File: config.mk
export PLATFORM = sky130hd
export DESIGN_NAME = evr_link_decoder
export DESIGN_NICKNAME = d
export VERILOG_FILES = /design/src/rtl/evr_link_decoder.sv
export SDC_FILE = /design/constraint.sdc
export NUM_CORES = 1
export LEC_CHECK = 0
export CAP_MARGIN = 20
export CORE_MARGIN = 2
export CORE_UTILIZATION = 47
export CTS_BUF_LIST = sky130_fd_sc_hd__clkbuf_4
export CTS_CLUSTER_SIZE = 28
export DETAILED_ROUTE_END_ITERATION = 8
export DONT_BUFFER_PORTS = 1
export HOLD_SLACK_MARGIN = 0.05
export PLACE_DENSITY = 0.71
export RECOVER_POWER = 100
export SLEW_MARGIN = 40
export SYNTH_ARGS = -nofsm -noshare
export SYNTH_HDL_FRONTEND = slang
export SYNTH_SLANG_ARGS = --single-unit
File: constraint.sdc
create_clock -name evrRxClk -period 5.7 [get_ports evrRxClk]
set_input_delay 0.57 -clock evrRxClk [delete_from_list [all_inputs] [get_ports evrRxClk]]
set_output_delay 0.57 -clock evrRxClk [all_outputs]
set_load 0.02 [all_outputs]
File: src/rtl/evr_link_decoder.sv
// Receive-side event link decoder: link sync FSM, event strobes, distributed bus
// latch, heartbeat/ping interval measurement and code error statistics.
module evr_link_decoder #(
  parameter int RXCLK_NOMINAL_FREQUENCY = 125000000,
  parameter int DISTRIBUTED_BUS_WIDTH   = 8,
  parameter int SYNC_COMMAS             = 4,
  parameter int LINK_TIMEOUT_CYCLES     = 1024,
  parameter int PING_WIDTH              = 16,
  localparam int HB_WIDTH               = $clog2(RXCLK_NOMINAL_FREQUENCY) + 2,
  localparam int DBW                    = DISTRIBUTED_BUS_WIDTH
) (
  input  logic                  evrRxClk,
  input  logic                  evrRxReset,
  input  logic [15:0]           evrRxData,
  input  logic [1:0]            evrRxCharIsK,
  input  logic                  evrStatsClear,
  output logic                  evrLinkUp,
  output logic                  evrEventStrobe,
  output logic [7:0]            evrEventCode,
  output logic [DBW-1:0]        evrDistributedBus,
  output logic                  evrHeartbeatMarker,
  output logic [HB_WIDTH-1:0]   evrHeartbeatInterval,
  output logic                  evrHeartbeatValid,
  output logic                  evrPingToggle,
  output logic [PING_WIDTH-1:0] evrPingHalfPeriod,
  output logic                  evrDiag,
  output logic [15:0]           evrCodeErrorCount
);

  localparam logic [1:0] ST_DOWN = 2'd0;
  localparam logic [1:0] ST_SYNC = 2'd1;
  localparam logic [1:0] ST_UP   = 2'd2;
  localparam int CC_W = $clog2(SYNC_COMMAS + 1);
  localparam int WD_W = $clog2(LINK_TIMEOUT_CYCLES) + 1;

  logic [15:0]           r_d;
  logic [1:0]            r_k;
  logic [1:0]            r_state;
  logic [CC_W-1:0]       r_comma_cnt;
  logic [WD_W-1:0]       r_wd;
  logic                  r_strobe;
  logic [7:0]            r_code;
  logic [DBW-1:0]        r_dbus;
  logic                  r_hist_vld;
  logic                  r_rise_q;
  logic                  r_ping_q;
  logic                  r_marker;
  logic                  r_toggle;
  logic                  r_hb_seen;
  logic                  r_hb_valid;
  logic [HB_WIDTH-1:0]   r_hb_cnt;
  logic [HB_WIDTH-1:0]   r_hb_int;
  logic [PING_WIDTH-1:0] r_ping_cnt;
  logic [PING_WIDTH-1:0] r_ping_half;
  logic [15:0]           r_err_cnt;

  logic                  w_comma;
  logic                  w_code_err;
  logic                  w_is_up;
  logic                  w_event;
  logic                  w_go_down;
  logic [1:0]            w_old_lo;
  logic [1:0]            w_new_lo;
  logic                  w_diag;
  logic [1:0]            w_state_next;
  logic [CC_W-1:0]       w_comma_cnt_next;
  logic [WD_W-1:0]       w_wd_next;

  assign w_comma    = r_k[0] & (r_d[7:0] == 8'hBC);
  assign w_code_err = (r_k[0] & ~w_comma) | r_k[1];
  assign w_is_up    = (r_state == ST_UP);
  assign w_event    = w_is_up & ~r_k[0] & (r_d[7:0] != 8'h00);

  // Narrow buses simply lack the ping/diag bits; treat missing bits as constant 0.
  generate
    if (DBW >= 2) begin : g_lo2
      assign w_old_lo = r_dbus[1:0];
      assign w_new_lo = r_d[9:8];
    end else begin : g_lo1
      assign w_old_lo = {1'b0, r_dbus[0]};
      assign w_new_lo = {1'b0, r_d[8]};
    end
    if (DBW >= 3) begin : g_diag
      assign w_diag = r_dbus[2];
    end else begin : g_nodiag
      assign w_diag = 1'b0;
    end
  endgenerate

  always_comb begin
    w_state_next     = r_state;
    w_comma_cnt_next = r_comma_cnt;
    w_wd_next        = r_wd;
    w_go_down        = 1'b0;
    case (r_state)
      ST_DOWN: begin
        if (w_comma) begin
          w_comma_cnt_next = CC_W'(1);
          w_wd_next        = '0;
          w_state_next     = (SYNC_COMMAS <= 1) ? ST_UP : ST_SYNC;
        end
      end
      ST_SYNC: begin
        w_wd_next = '0;
        if (w_code_err) begin
          w_state_next = ST_DOWN;
          w_go_down    = 1'b1;
        end else if (w_comma) begin
          w_comma_cnt_next = r_comma_cnt + 1'b1;
          if (w_comma_cnt_next == CC_W'(SYNC_COMMAS)) w_state_next = ST_UP;
        end
      end
      ST_UP: begin
        // Code errors while up are only counted; only comma starvation drops the link.
        if (w_comma) begin
          w_wd_next = '0;
        end else if (r_wd == WD_W'(LINK_TIMEOUT_CYCLES - 1)) begin
          w_state_next = ST_DOWN;
          w_go_down    = 1'b1;
        end else begin
          w_wd_next = r_wd + 1'b1;
        end
      end
      default: w_state_next = ST_DOWN;
    endcase
  end

  always_ff @(posedge evrRxClk) begin
    if (evrRxReset) begin
      r_d         <= '0;
      r_k         <= '0;
      r_state     <= ST_DOWN;
      r_comma_cnt <= '0;
      r_wd        <= '0;
      r_strobe    <= 1'b0;
      r_code      <= '0;
      r_dbus      <= '0;
      r_hist_vld  <= 1'b0;
      r_rise_q    <= 1'b0;
      r_ping_q    <= 1'b0;
      r_marker    <= 1'b0;
      r_toggle    <= 1'b0;
      r_hb_seen   <= 1'b0;
      r_hb_valid  <= 1'b0;
      r_hb_cnt    <= '0;
      r_hb_int    <= '0;
      r_ping_cnt  <= '0;
      r_ping_half <= '0;
      r_err_cnt   <= '0;
    end else begin
      r_d         <= evrRxData;
      r_k         <= evrRxCharIsK;
      r_state     <= w_state_next;
      r_comma_cnt <= w_comma_cnt_next;
      r_wd        <= w_wd_next;
      r_strobe    <= w_event;
      if (w_event) r_code <= r_d[7:0];

      if (evrStatsClear) r_err_cnt <= {15'd0, w_code_err};
      else if (w_code_err && (r_err_cnt != 16'hFFFF)) r_err_cnt <= r_err_cnt + 1'b1;

      // Edges detected on the previous bus update are reported one cycle later.
      r_marker <= r_rise_q;
      r_toggle <= r_ping_q;
      if (r_rise_q) begin
        r_hb_int  <= r_hb_cnt;
        r_hb_cnt  <= HB_WIDTH'(1);
        r_hb_seen <= 1'b1;
        if (r_hb_seen) r_hb_valid <= 1'b1;
      end else if (r_hb_cnt != '1) begin
        r_hb_cnt <= r_hb_cnt + 1'b1;
      end
      if (r_ping_q) begin
        r_ping_half <= r_ping_cnt;
        r_ping_cnt  <= PING_WIDTH'(1);
      end else if (r_ping_cnt != '1) begin
        r_ping_cnt <= r_ping_cnt + 1'b1;
      end

      r_rise_q <= 1'b0;
      r_ping_q <= 1'b0;
      if (w_go_down) begin
        r_dbus     <= '0;
        r_hist_vld <= 1'b0;
        r_hb_seen  <= 1'b0;
        r_hb_valid <= 1'b0;
      end else if (w_is_up && !r_k[1]) begin
        r_dbus     <= r_d[8 +: DBW];
        r_hist_vld <= 1'b1;
        r_rise_q   <= r_hist_vld & ~w_old_lo[0] & w_new_lo[0];
        r_ping_q   <= r_hist_vld & (w_old_lo[1] ^ w_new_lo[1]);
      end
    end
  end

  assign evrLinkUp            = w_is_up;
  assign evrEventStrobe       = r_strobe;
  assign evrEventCode         = r_code;
  assign evrDistributedBus    = r_dbus;
  assign evrHeartbeatMarker   = r_marker;
  assign evrHeartbeatInterval = r_hb_int;
  assign evrHeartbeatValid    = r_hb_valid;
  assign evrPingToggle        = r_toggle;
  assign evrPingHalfPeriod    = r_ping_half;
  assign evrDiag              = w_diag;
  assign evrCodeErrorCount    = r_err_cnt;

endmodule

==> qor.txt <==
Resized Gates After CTS: 0
IO Count: 104
Critical Path AT: 4.00 ns
Post-synth ARST share: 0
Final WL: 15700 µm
Switching Share: 0.217
Drt drc: 0
1st-pass router iterations: 5
Yosys top cell by area: dfxtp_1
Die width: 125 µm
Number of clock sinks: 164
NumNets Final: 778
Crit-path slowest cell: o311ai_0
FF+latch count, synth: 164
H-Tree Depth: 4
Worst-margin pin slew: 3.10 ns
Worst path cell trace: or3_1 -> o311ai_0 -> mux2i_1 -> nor2_1
Area of the die: 0.0156 mm²
Min-Delay Path Depth: 1
RSZ-0062 raised after global routing: false
Worst vdd ir: 0.206 mV
CP max stage delay: 2.24 ns
Largest net degree at the start of global routing: 68
CTS clk-pin slew, worst paths: 0.13 ns
Seq/Total Area, Yosys: 0.477
GRT Residual Overflow: 0
Register-to-Register Path Depth: 4
Critical path capture point type: flip-flop
First-pass GRT wire length: 26100 µm
Period utilisation layout: 0.639
CP required: 6.05 ns
Comb pwr share: 0.023
Worst setup SP type: flip-flop
Mapped Area: 0.00688 mm²
Synth area leaders: dfxtp_1, mux2i_1, nor2_1
Number of max-cap violations: 5
Antenna viol nets, final: 0
First-iteration detailed-routing DRC count: 382
Clock Latency Late Sink: 0.57 ns
Worst min path class: primary input to flip-flop
Number of synthesized flops with an enable pin: 0
CTS Buf Count: 17
Overall power: 2.07 mW
Synthesized net count: 793
P per Cell Area: 282 mW/mm²
IO Port Bufs: 0
Initial antenna violation count: 1
Layout area overhead: 6.54%
Layout cells sized above 1: 0.0553
Warnings, synthesis: 0
Vias: 5582
Final hold viol count: 0
Clock Path Buffers: 2
WL/cell: 16.7 µm
Area share of the largest cell type after synthesis: 0.477
Net switching power: 0.448 mW
Slew headroom: -1.06
Final HPWL DP: 10400 µm
Final setup violation count: 0
Post-synthesis area per instance: 9.03 µm²
P_leak: 2.42 nW
Fin crit period: 3.64 ns
Height of the die: 125 µm
Setup CP Type: flip-flop to flip-flop
Crit-path max FO: 9
Clock power share: 0.411
Routability cong.: 0.875
Post-CTS Setup Bufs: 0
FMAX: 274 MHz
GR Util All Layers: 0.204
Setup TNS: 0 ns
CTS tree: done
Failing checks: max-capacitance violations, max-slew violations
Status: finished with violations
Post-Synthesis Cells: 762
Clock skew: 0.0175 ns
Filler Cell Count: 1356
Sequential share of power: 0.566
Ys flop type: dfxtp_1
Int Pwr: 1.62 mW
Row count: 44
CTS Root Cell: clkbuf_4
Initial Utilization: 0.477
Netlist cell types: 53
Vias in the first global route: 5301
Detailed-route vias per instance: 5.91
Final Util: 0.508
Floorplan core area: 0.0144 mm²
Slew Limit Fails: 138
cell usage in the layout (no fill, tap or decap), types with 5 or more instances in the layout:
master     synthesis  routed
and3_1             8       8
or3_1             20      21
inv_1             14      14
mux2i_1           69      69
clkbuf_1          32       5
nand3_1           32      32
nor2_1           105     105
nor3_1            35      35
nand4_1           15      15
a31oi_1            6       6
nor4_1            11      11
nor2b_1           23      22
bufinv_16          0       6
o21ai_0           31      31
dfxtp_1          164     163
or4_1             11      11
or2_2              6       6
clkbuf_4           0      19
xnor2_1           15      15
o31ai_1            8       8
a21oi_1           44      45
ha_1              10      10
nand2_1           37      37
power by group through the flow:
stage                     registers [mW]  logic [mW]  clock network, mW
final                               1.17      0.0477              0.849
after global routing                1.17      0.0529              0.915
after CTS                           1.17      0.0523              0.870
after detailed placement            1.19      0.0347                  0
after global placement              1.19      0.0321                  0
after floorplan                     1.19      0.0378                  0
worst max-delay path: cells and delay by family (launching register included):
kind / cells / cell delay [ns]
simple gates: 2 / 0.51
compound gates: 1 / 2.24
mux: 1 / 0.34
flops: 1 / 0.34
worst paths after layout:
check	start	to	slack [ns]
min	evrRxData[3]	r_d[3]	0.12
max	r_d[0]	evrEventCode[6]	2.06
max reg2reg	r_d[0]	evrEventCode[6]	2.06
min reg2reg	r_d[8]	r_rise_q	0.46
sequential cells by signal, summed over array words and instances, names as in the netlist:
register              cells
evrPingToggle             1
evrHeartbeatInterval     29
evrPingHalfPeriod        16
r_ping_q                  1
r_state                   2
evrEventCode              8
evrHeartbeatMarker        1
r_hist_vld                1
r_comma_cnt               3
evrCodeErrorCount        16
r_hb_cnt                 29
evrHeartbeatValid         1
evrDistributedBus         8
r_d                      16
evrEventStrobe            1
r_k                       2
r_rise_q                  1
r_wd                     11
r_hb_seen                 1
r_ping_cnt               16
Yosys cell counts, drive strengths merged, types with 10 or more instances:
cell type  number
a21oi          45
clkbuf         32
dfxtp         164
ha             10
inv            14
mux2i          69
nand2          37
nand3          32
nand4          15
nor2          105
nor2b          23
nor3           35
nor4           11
o21ai          31
or3            21
or4            11
xnor2          15
through the flow:
| stage | area, µm² | hold slack, ns | setup WS (ns) | instances |
|---|---|---|---|---|
| CTS | 7430 | 0.0860 | 3.17 | 943 |
| detailed placement | 7000 | 0.454 | 3.20 | 907 |
| global placement | 6970 | 0.454 | 3.29 | 907 |
| finish | 7330 | 0.124 | 2.06 | 945 |
| global route | 7330 | 0.0875 | 1.72 | 945 |
| floorplan | 6880 | 0.439 | 3.55 | 762 |
layer usage:
| metal | global-route usage | routed length [µm] |
|---|---|---|
| met5 | 0 | 0 |
| met3 | 0.0680 | 1040 |
| met4 | 0.0810 | 347 |
| met2 | 0.332 | 7520 |
| met1 | 0.250 | 6830 |
timing repair:
action / CTS / global route
hold buffers: 4 / 0
setup endpoints to repair: 0 / 0
hold endpoints to repair: 67 / 0
cell type report:
type,instances,area [µm²],share of cell area
Antenna cell,1,2.50,0.000341
Timing Repair Buffer,7,36.3,0.00495
Tap cell,184,230,0.0314
Clock inverter,13,228,0.0311
Inverter,14,52.6,0.00717
Multi-Input combinational cell,543,3360,0.458
Sequential cell,164,3280,0.448
Clock buffer,19,143,0.0195
cells by family (layout without fill, tap and decap cells):
group	after synthesis	in the layout	share of synthesized area
and+or+nand+nor	322	322	0.236
AOI/OAI and AO/OA	123	123	0.113
xor gates and xnor gates	19	19	0.0242
muxes	69	69	0.100
adders and majority gates	10	10	0.0182
DFF	164	164	0.477
other	0	1	0
buffers and inverters	55	53	0.0320
Note: power is estimated with default switching activity, not from simulation.
